File: src/rtl/uart_cfg_core.sv
// uart_cfg_core: runtime-configurable UART with 16x oversampling, TX/RX FIFOs,
// RTS/CTS flow control and internal loopback.
//
// Ports
//   SysClk, Rst             clock, asynchronous active-low reset
//   Baud_Div                SysClk cycles per oversample tick (0 behaves as 1)
//   Parity_Mode, Two_Stop   frame format, latched by each engine at frame start
//   Loopback                RX fed from the internal TX line, Tx pin held high
//   Tx_Data/Valid/Ready     TX FIFO write handshake
//   Rx_Data/Valid/Ready     RX FIFO first-word-fall-through read handshake
//   Rx, Tx                  serial pins
//   CTS, RTS                flow control (CTS synchronised, RTS registered)
//   Tx_Busy, Tx/Rx_Count    status
//   Err_Clr, Rx_*_Err/Overflow  sticky receive errors and their clear
module uart_cfg_core #(
    parameter  int DATA_BITS  = 8,
    parameter  int FIFO_DEPTH = 16,
    parameter  int RTS_MARGIN = 2,
    localparam int CW         = $clog2(FIFO_DEPTH + 1)
) (
    input  logic                 SysClk,
    input  logic                 Rst,
    input  logic [15:0]          Baud_Div,
    input  logic [1:0]           Parity_Mode,
    input  logic                 Two_Stop,
    input  logic                 Loopback,
    input  logic [DATA_BITS-1:0] Tx_Data,
    input  logic                 Tx_Valid,
    output logic                 Tx_Ready,
    output logic [DATA_BITS-1:0] Rx_Data,
    output logic                 Rx_Valid,
    input  logic                 Rx_Ready,
    input  logic                 Rx,
    output logic                 Tx,
    input  logic                 CTS,
    output logic                 RTS,
    output logic                 Tx_Busy,
    output logic [CW-1:0]        Tx_Count,
    output logic [CW-1:0]        Rx_Count,
    input  logic                 Err_Clr,
    output logic                 Rx_Parity_Err,
    output logic                 Rx_Frame_Err,
    output logic                 Rx_Overflow
);
    localparam int            AW       = $clog2(FIFO_DEPTH);
    localparam logic [3:0]    LAST_BIT = 4'(DATA_BITS - 1);
    localparam logic [CW-1:0] FULL     = CW'(FIFO_DEPTH);
    localparam logic [CW-1:0] RTS_LIM  = CW'(FIFO_DEPTH - RTS_MARGIN);

    typedef enum logic [2:0] {S_IDLE, S_START, S_DATA, S_PARITY, S_STOP} state_t;

    // ---------------- oversample tick ----------------
    logic [15:0] r_tick_cnt;
    logic        w_tick;
    assign w_tick = (r_tick_cnt == 16'd0);

    always_ff @(posedge SysClk or negedge Rst) begin
        if (!Rst)        r_tick_cnt <= 16'd0;
        else if (w_tick) r_tick_cnt <= (Baud_Div == 16'd0) ? 16'd0 : Baud_Div - 16'd1;
        else             r_tick_cnt <= r_tick_cnt - 16'd1;
    end

    // ---------------- synchronisers ----------------
    logic w_tx_line, w_rx_line_in;
    logic r_cts_s1, r_cts_s2, r_rx_s1, r_rx_s2, r_rx_s3;
    assign w_rx_line_in = Loopback ? w_tx_line : Rx;

    always_ff @(posedge SysClk or negedge Rst) begin
        if (!Rst) begin
            r_cts_s1 <= 1'b0; r_cts_s2 <= 1'b0;
            r_rx_s1  <= 1'b1; r_rx_s2  <= 1'b1; r_rx_s3 <= 1'b1;
        end else begin
            r_cts_s1 <= CTS;          r_cts_s2 <= r_cts_s1;
            r_rx_s1  <= w_rx_line_in; r_rx_s2  <= r_rx_s1;  r_rx_s3 <= r_rx_s2;
        end
    end

    // ---------------- TX FIFO ----------------
    logic [DATA_BITS-1:0] r_tx_mem [FIFO_DEPTH];
    logic [AW-1:0]        r_tx_wp, r_tx_rp;
    logic [CW-1:0]        r_tx_cnt, w_tx_cnt_nxt;
    logic                 r_tx_rdy, w_tx_wr, w_tx_pop;
    logic [DATA_BITS-1:0] w_tx_head;

    assign w_tx_wr      = Tx_Valid && r_tx_rdy;
    assign w_tx_head    = r_tx_mem[r_tx_rp];
    assign w_tx_cnt_nxt = r_tx_cnt + CW'(w_tx_wr) - CW'(w_tx_pop);

    always_ff @(posedge SysClk) begin
        if (w_tx_wr) r_tx_mem[r_tx_wp] <= Tx_Data;
    end

    // Ready is registered from the next count, so a pop at full only frees
    // a slot for writers on the following cycle.
    always_ff @(posedge SysClk or negedge Rst) begin
        if (!Rst) begin
            r_tx_wp <= '0; r_tx_rp <= '0; r_tx_cnt <= '0; r_tx_rdy <= 1'b1;
        end else begin
            if (w_tx_wr)  r_tx_wp <= r_tx_wp + AW'(1);
            if (w_tx_pop) r_tx_rp <= r_tx_rp + AW'(1);
            r_tx_cnt <= w_tx_cnt_nxt;
            r_tx_rdy <= (w_tx_cnt_nxt != FULL);
        end
    end

    // ---------------- TX engine ----------------
    state_t               r_tx_st, w_tx_nxt;
    logic [3:0]           r_tx_tcnt, r_tx_bit;
    logic [DATA_BITS-1:0] r_tx_sh;
    logic                 r_tx_par_en, r_tx_par_bit, r_tx_two, w_tx_adv;
    assign w_tx_adv = w_tick && (r_tx_tcnt == 4'd15);

    always_ff @(posedge SysClk or negedge Rst) begin
        if (!Rst) r_tx_st <= S_IDLE;
        else      r_tx_st <= w_tx_nxt;
    end

    // The line is decoded from state so a reset returns Tx high immediately.
    always_comb begin
        w_tx_nxt  = r_tx_st;
        w_tx_pop  = 1'b0;
        w_tx_line = 1'b1;
        case (r_tx_st)
            S_IDLE:   if (w_tick && r_tx_cnt != '0 && r_cts_s2) begin
                          w_tx_nxt = S_START;
                          w_tx_pop = 1'b1;
                      end
            S_START:  begin
                          w_tx_line = 1'b0;
                          if (w_tx_adv) w_tx_nxt = S_DATA;
                      end
            S_DATA:   begin
                          w_tx_line = r_tx_sh[0];
                          if (w_tx_adv && r_tx_bit == LAST_BIT)
                              w_tx_nxt = r_tx_par_en ? S_PARITY : S_STOP;
                      end
            S_PARITY: begin
                          w_tx_line = r_tx_par_bit;
                          if (w_tx_adv) w_tx_nxt = S_STOP;
                      end
            S_STOP:   if (w_tx_adv && (!r_tx_two || r_tx_bit == 4'd1)) w_tx_nxt = S_IDLE;
            default:  w_tx_nxt = S_IDLE;
        endcase
    end

    // r_tx_bit indexes data bits, is left at 0 on leaving DATA, then counts stop bits.
    always_ff @(posedge SysClk or negedge Rst) begin
        if (!Rst) begin
            r_tx_tcnt <= 4'd0; r_tx_bit <= 4'd0; r_tx_sh <= '0;
            r_tx_par_en <= 1'b0; r_tx_par_bit <= 1'b0; r_tx_two <= 1'b0;
        end else if (w_tx_pop) begin
            r_tx_sh      <= w_tx_head;
            r_tx_tcnt    <= 4'd0;
            r_tx_bit     <= 4'd0;
            r_tx_par_en  <= (Parity_Mode == 2'b01) || (Parity_Mode == 2'b10);
            r_tx_par_bit <= (^w_tx_head) ^ (Parity_Mode == 2'b10);
            r_tx_two     <= Two_Stop;
        end else if (r_tx_st != S_IDLE && w_tick) begin
            r_tx_tcnt <= r_tx_tcnt + 4'd1;
            if (w_tx_adv) begin
                if (r_tx_st == S_DATA) begin
                    r_tx_sh  <= r_tx_sh >> 1;
                    r_tx_bit <= (r_tx_bit == LAST_BIT) ? 4'd0 : r_tx_bit + 4'd1;
                end else if (r_tx_st == S_STOP) begin
                    r_tx_bit <= r_tx_bit + 4'd1;
                end
            end
        end
    end

    assign Tx       = Loopback ? 1'b1 : w_tx_line;
    assign Tx_Busy  = (r_tx_st != S_IDLE) || (r_tx_cnt != '0);
    assign Tx_Ready = r_tx_rdy;
    assign Tx_Count = r_tx_cnt;

    // ---------------- RX engine ----------------
    state_t               r_rx_st, w_rx_nxt;
    logic [3:0]           r_rx_tcnt, r_rx_bit;
    logic [DATA_BITS-1:0] r_rx_sh;
    logic                 r_rx_par_en, r_rx_par_odd, r_rx_pbit;
    logic                 w_rx_smp, w_rx_adv, w_rx_start, w_rx_push;
    assign w_rx_smp = w_tick && (r_rx_tcnt == 4'd7);
    assign w_rx_adv = w_tick && (r_rx_tcnt == 4'd15);

    always_ff @(posedge SysClk or negedge Rst) begin
        if (!Rst) r_rx_st <= S_IDLE;
        else      r_rx_st <= w_rx_nxt;
    end

    // Returns to IDLE right at the stop sample so the next start edge is caught.
    always_comb begin
        w_rx_nxt   = r_rx_st;
        w_rx_start = 1'b0;
        w_rx_push  = 1'b0;
        case (r_rx_st)
            S_IDLE:   if (r_rx_s3 && !r_rx_s2) begin
                          w_rx_nxt   = S_START;
                          w_rx_start = 1'b1;
                      end
            S_START:  if (w_rx_smp && r_rx_s2) w_rx_nxt = S_IDLE;   // glitch
                      else if (w_rx_adv)       w_rx_nxt = S_DATA;
            S_DATA:   if (w_rx_adv && r_rx_bit == LAST_BIT)
                          w_rx_nxt = r_rx_par_en ? S_PARITY : S_STOP;
            S_PARITY: if (w_rx_adv) w_rx_nxt = S_STOP;
            S_STOP:   if (w_rx_smp) begin
                          w_rx_nxt  = S_IDLE;
                          w_rx_push = 1'b1;
                      end
            default:  w_rx_nxt = S_IDLE;
        endcase
    end

    always_ff @(posedge SysClk or negedge Rst) begin
        if (!Rst) begin
            r_rx_tcnt <= 4'd0; r_rx_bit <= 4'd0; r_rx_sh <= '0;
            r_rx_par_en <= 1'b0; r_rx_par_odd <= 1'b0; r_rx_pbit <= 1'b0;
        end else if (w_rx_start) begin
            r_rx_tcnt    <= 4'd0;
            r_rx_bit     <= 4'd0;
            r_rx_par_en  <= (Parity_Mode == 2'b01) || (Parity_Mode == 2'b10);
            r_rx_par_odd <= (Parity_Mode == 2'b10);
        end else if (r_rx_st != S_IDLE && w_tick) begin
            r_rx_tcnt <= r_rx_tcnt + 4'd1;
            if (r_rx_st == S_DATA && w_rx_smp)   r_rx_sh   <= {r_rx_s2, r_rx_sh[DATA_BITS-1:1]};
            if (r_rx_st == S_PARITY && w_rx_smp) r_rx_pbit <= r_rx_s2;
            if (r_rx_st == S_DATA && w_rx_adv)
                r_rx_bit <= (r_rx_bit == LAST_BIT) ? 4'd0 : r_rx_bit + 4'd1;
        end
    end

    // ---------------- RX FIFO and errors ----------------
    logic [DATA_BITS-1:0] r_rx_mem [FIFO_DEPTH];
    logic [AW-1:0]        r_rx_wp, r_rx_rp;
    logic [CW-1:0]        r_rx_cnt;
    logic                 w_rx_full, w_rx_wr, w_rx_pop, w_perr, w_ferr, w_ovf;
    logic                 r_perr, r_ferr, r_ovf, r_rts;

    // A pop at full does not make room for a same-cycle push.
    assign w_rx_full = (r_rx_cnt == FULL);
    assign w_rx_pop  = Rx_Ready && (r_rx_cnt != '0);
    assign w_rx_wr   = w_rx_push && !w_rx_full;
    assign w_ovf     = w_rx_push && w_rx_full;
    assign w_perr    = w_rx_push && r_rx_par_en && (r_rx_pbit != ((^r_rx_sh) ^ r_rx_par_odd));
    assign w_ferr    = w_rx_push && !r_rx_s2;

    always_ff @(posedge SysClk) begin
        if (w_rx_wr) r_rx_mem[r_rx_wp] <= r_rx_sh;
    end

    always_ff @(posedge SysClk or negedge Rst) begin
        if (!Rst) begin
            r_rx_wp <= '0; r_rx_rp <= '0; r_rx_cnt <= '0; r_rts <= 1'b0;
            r_perr <= 1'b0; r_ferr <= 1'b0; r_ovf <= 1'b0;
        end else begin
            if (w_rx_wr)  r_rx_wp <= r_rx_wp + AW'(1);
            if (w_rx_pop) r_rx_rp <= r_rx_rp + AW'(1);
            r_rx_cnt <= r_rx_cnt + CW'(w_rx_wr) - CW'(w_rx_pop);
            r_rts    <= (r_rx_cnt < RTS_LIM);
            // a same-cycle set outranks the clear
            r_perr   <= w_perr | (r_perr & ~Err_Clr);
            r_ferr   <= w_ferr | (r_ferr & ~Err_Clr);
            r_ovf    <= w_ovf  | (r_ovf  & ~Err_Clr);
        end
    end

    assign Rx_Data       = r_rx_mem[r_rx_rp];
    assign Rx_Valid      = (r_rx_cnt != '0);
    assign Rx_Count      = r_rx_cnt;
    assign RTS           = r_rts;
    assign Rx_Parity_Err = r_perr;
    assign Rx_Frame_Err  = r_ferr;
    assign Rx_Overflow   = r_ovf;
endmodule

File: config.mk
export PLATFORM = sky130hd
export DESIGN_NAME = uart_cfg_core
export DESIGN_NICKNAME = d
export VERILOG_FILES = /design/src/rtl/uart_cfg_core.sv
export SDC_FILE = /design/constraint.sdc
export NUM_CORES = 1
export LEC_CHECK = 0
export BUFFER_PORTS_ARGS = -buffer_cell sky130_fd_sc_hd__buf_2
export CAP_MARGIN = 15
export CORE_UTILIZATION = 66
export CTS_CLUSTER_SIZE = 14
export DETAILED_ROUTE_END_ITERATION = 16
export HOLD_SLACK_MARGIN = 0.1
export PLACE_DENSITY = 0.93
export SLEW_MARGIN = 20
export SYNTH_ARGS = -nofsm -noshare
export SYNTH_HDL_FRONTEND = slang
export SYNTH_SLANG_ARGS = --single-unit
File: constraint.sdc
create_clock -name SysClk -period 7.9 [get_ports SysClk]
set_input_delay 2.37 -clock SysClk [delete_from_list [all_inputs] [get_ports SysClk]]
set_output_delay 2.37 -clock SysClk [all_outputs]
set_load 0.005 [all_outputs]
==> summary.md <==
| Metric | Value |
|---|---|
| Status | complete, no violations |
| First-pass GRT wire length | between 40 and 50 mm |
| Switching Share | about a quarter |
| Synth cell types | 56 |
| Final WL | roughly 31 mm |
| Cell area power density | 267.2 nW/um^2 |
| Core ar. | 22,090 sq um |
| Async set-reset flop share out of synthesis | 27.27% |
| Initial Util | between 60% and 70% |
| RePlAce Congestion | slightly above 0.8 |
| CTS hold repair buffers | 0 |
| Final setup fails | 0 |
| Met1 GRT Util | a little over a third |
| Final Util | between 70 and 80% |
| Hold Path Stages | 0 |
| First-pass detailed-route iteration total | 5 |
| DR WL/cell | 23.41 um |
| Mapped cell area | between 15,000 and 20,000 sq um |
| Max-slew headroom | about two fifths |
| Synth top area share | about half |
| Clk Latency, worst-skew pair | around 0.52 ns |
| Cells after Synth | approximately 930 |
| DRC violations left | 0 |
| Root buf cell | clkbuf_16 |
| Max Cap Viol | 0 |
| Type of the tightest min-delay check | reg -> reg |
| Nets | between 1,000 and 1,500 |
| Number of buffers added for setup after CTS | 0 |
| GR Overflow Total | 0 |
| Largest net degree at the start of global routing | 64 |
| Post-cts repair resize count | 0 |
| Clock transition at the registers of the reported paths | ~0.060 ns |
| Crit path DAT | 2.76 ns |
| Switching power | about 1.2 mW |
| Fin crit share | between 60% and 70% |
| Worst endpoint required time | about 5.5 ns |
| GR Util met3 | about 3.7% |
| Crit start category | input pin |
| DRT iter0 DRCs | 685 |
| Vias in the first global route | between 8,000 and 9,000 |
| Max Slew Vio Count | 0 |
| Die X | between 150 and 200 um |
| Clk sinks | ~350 |
| Max Clock Skew | between 0.015 and 0.02 ns |
| Die H | 153.0 um |
| Comb power frac | 14.1% |
| CTS tree | yes |
| Hold Violations, Final | 0 |
| Layout filler cell count | 1,171 |
| CP endpoint kind | primary output |
| HPWL after DPL | between 15 and 20 mm |
| GR Layer Usage met2 | around 50% |
| Prevailing post-synth register cell | edfxtp_1 |
| Critical-path cell list | buf_2 -> nand2b_1 -> buf_2 |
| Critical setup path kind | in -> out |
| Peak Freq | about 0.19 GHz |
| Mean Syn Cell Area | roughly 16 sq um |
| Most crowded layer after global routing | met2 |
| Yosys Warn Count | 0 |
| Maximum vdd drop | roughly 350 uV |
| Total CTS buffers | 35 |
| Rows | 54 |
| PortBufs | 60 |
| CTS H-tree depth | 2 |
| LEAKAGE | around 5.6 nW |
| Max Buffers Root-to-Sink | 3 |
| Area growth, synth to finish | 11.17% |
| Detail Route Antenna Nets | 0 |
| IO Count | 61 |
| Critical Path Slowest Stage Cell | buf_2 |
| Syn_nets | about 1,000 |
| CP most frequent cell | buf_2 |
| Area contributors post-synth | edfxtp_1, dfrtp_1, mux4_2 |
| Internal power | 3.312 mW |
| Synth Register Bits | about 350 |
| Ant diodes | 0 |
| Worst path max stage delay | 0.14 ns |
| Min Tclk post-route | slightly above 5 ns |
| DIE AREA | approximately 23,000 sq um |
| Initial antenna violation count | 0 |
| Slew @ Worst Pin | 0.9227 ns |
| Largest area contributor in the netlist | edfxtp_1 |
| Seq/Total Area, Yosys | between 60% and 70% |
| Gr usage total | about 28% |
| TNS Setup | 0 ns |
| Flop pwr share | ~51% |
| Power after layout | ~4.5 mW |
| FF-to-FF path depth | 16 |
| EDFF count, synth | around 260 |
| Final hold slack | 0.3551 ns |
| Via count | roughly 8,400 |
| Via density | 6.436 |
| CP Max Fanout | 3 |
| RSZ-0062 raised after global routing | false |
| Share of cells above drive strength 1 | approximately 22% |
| Clk pwr share | about a third |
[final timing paths]
path,from,endpoint,slack (ns)
max,Loopback,Tx,2.77
min,r_rx_s1,r_rx_s2,0.36
max reg2reg,r_tick_cnt[0],Rx_Count[4],3.61
min reg2reg,r_rx_s1,r_rx_s2,0.36
max in group asynchronous,Rst,r_tx_rp[1],4.92
min in group asynchronous,Rst,r_rx_rp[3],1.80
[sequential cells by signal, indices dropped and copies added (netlist names), 3 cells and up]
name,count
r_tx_bit,4
r_rx_rp,4
r_rx_wp,4
r_rx_bit,4
Tx_Count,5
r_tx_st,3
r_tx_tcnt,4
r_rx_st,3
r_tx_wp,4
r_tx_rp,4
Rx_Count,5
r_rx_sh,8
r_rx_mem,128
r_rx_tcnt,4
r_tx_sh,8
r_tick_cnt,16
r_tx_mem,128
[power groups by stage]
stage	clock (mW)	sequential, mW	combinational [mW]
after floorplan	0	2.21	0.488
after global placement	0	2.28	0.580
after detailed placement	0	2.29	0.612
after CTS	1.59	2.26	0.638
after global routing	1.66	2.28	0.692
final	1.57	2.27	0.630
[Yosys cell counts, drive strengths merged (3+ instances only)]
cell type,number
and2,22
nor4b,3
nand2b,5
mux2i,11
mux4,76
nand4,7
or3,5
nor3,19
clkbuf,27
or4,5
dfrtp,92
nand3,24
a22oi,5
nor3b,4
a21oi,25
xor2,20
nand2,47
xnor2,43
o41ai,3
nor2,57
inv,38
nor4,12
and3,8
buf,11
dfstp,4
ha,31
nor2b,8
mux2,15
o21ai,14
edfxtp,256
o22ai,12
[stage by stage]
stage	instance area, sq um	setup slack, ns	cells
after CTS	16720	2.754	1310
after detailed placement	15630	2.779	1247
after global placement	15630	2.780	1247
after floorplan	15040	3.029	934
after global routing	16720	2.710	1310
final	16720	2.772	1310
[final cells by class]
class / count / area [sq um] / share of cell area [%]
repair buffers: 71 / 385.4 / 2.305
well taps: 280 / 350.3 / 2.095
inverters: 38 / 142.6 / 0.8530
flip-flops and latches: 352 / 10100 / 60.40
multi-input cells: 506 / 4656 / 27.84
clock buffers: 43 / 927.1 / 5.544
clock inverters: 20 / 161.4 / 0.9652
[per-layer routing]
layer | vias to the layer above | share of wire, % | wire length (um)
met3 | 67 | 5.7 | 1762
met4 | 0 | 2.7 | 843
met2 | 383 | 54 | 16530
met5 | - | 0 | 0
li1 | 3711 | - | -
met1 | 4270 | 38 | 11530
[cells in the final DEF, fill, tap and decap left out, types with 14 or more instances in the layout]
cell type,netlist,layout
inv_1,37,37
xor2_1,20,20
o21ai_0,14,14
nand3_1,24,24
mux4_2,76,76
buf_2,5,59
xnor2_1,43,43
and2_1,22,22
edfxtp_1,256,256
nor2_1,57,57
mux2_2,15,15
nor3_1,19,19
clkbuf_16,0,36
dfrtp_1,92,88
a21oi_1,25,25
ha_1,31,31
nand2_1,47,47
[logic make-up (layout without fill, tap and decap cells)]
group           count (synthesis)  in the layout  share of synthesized area, %
flops                         352            352                         67.11
simple gates                  232            232                         7.902
mux                           102            102                         13.23
buf+inv                        76            172                         1.988
compound gates                 75             75                         3.103
xor+xnor                       64             64                         3.818
fa+ha+maj                      33             33                         2.845
[worst max-delay path: cells and delay by family]
| family | cells | cell delay, ns |
|---|---|---|
| buf+inv | 2 | 0.25 |
| simple gates | 1 | 0.13 |
Note: power is estimated with default switching activity, not from simulation.
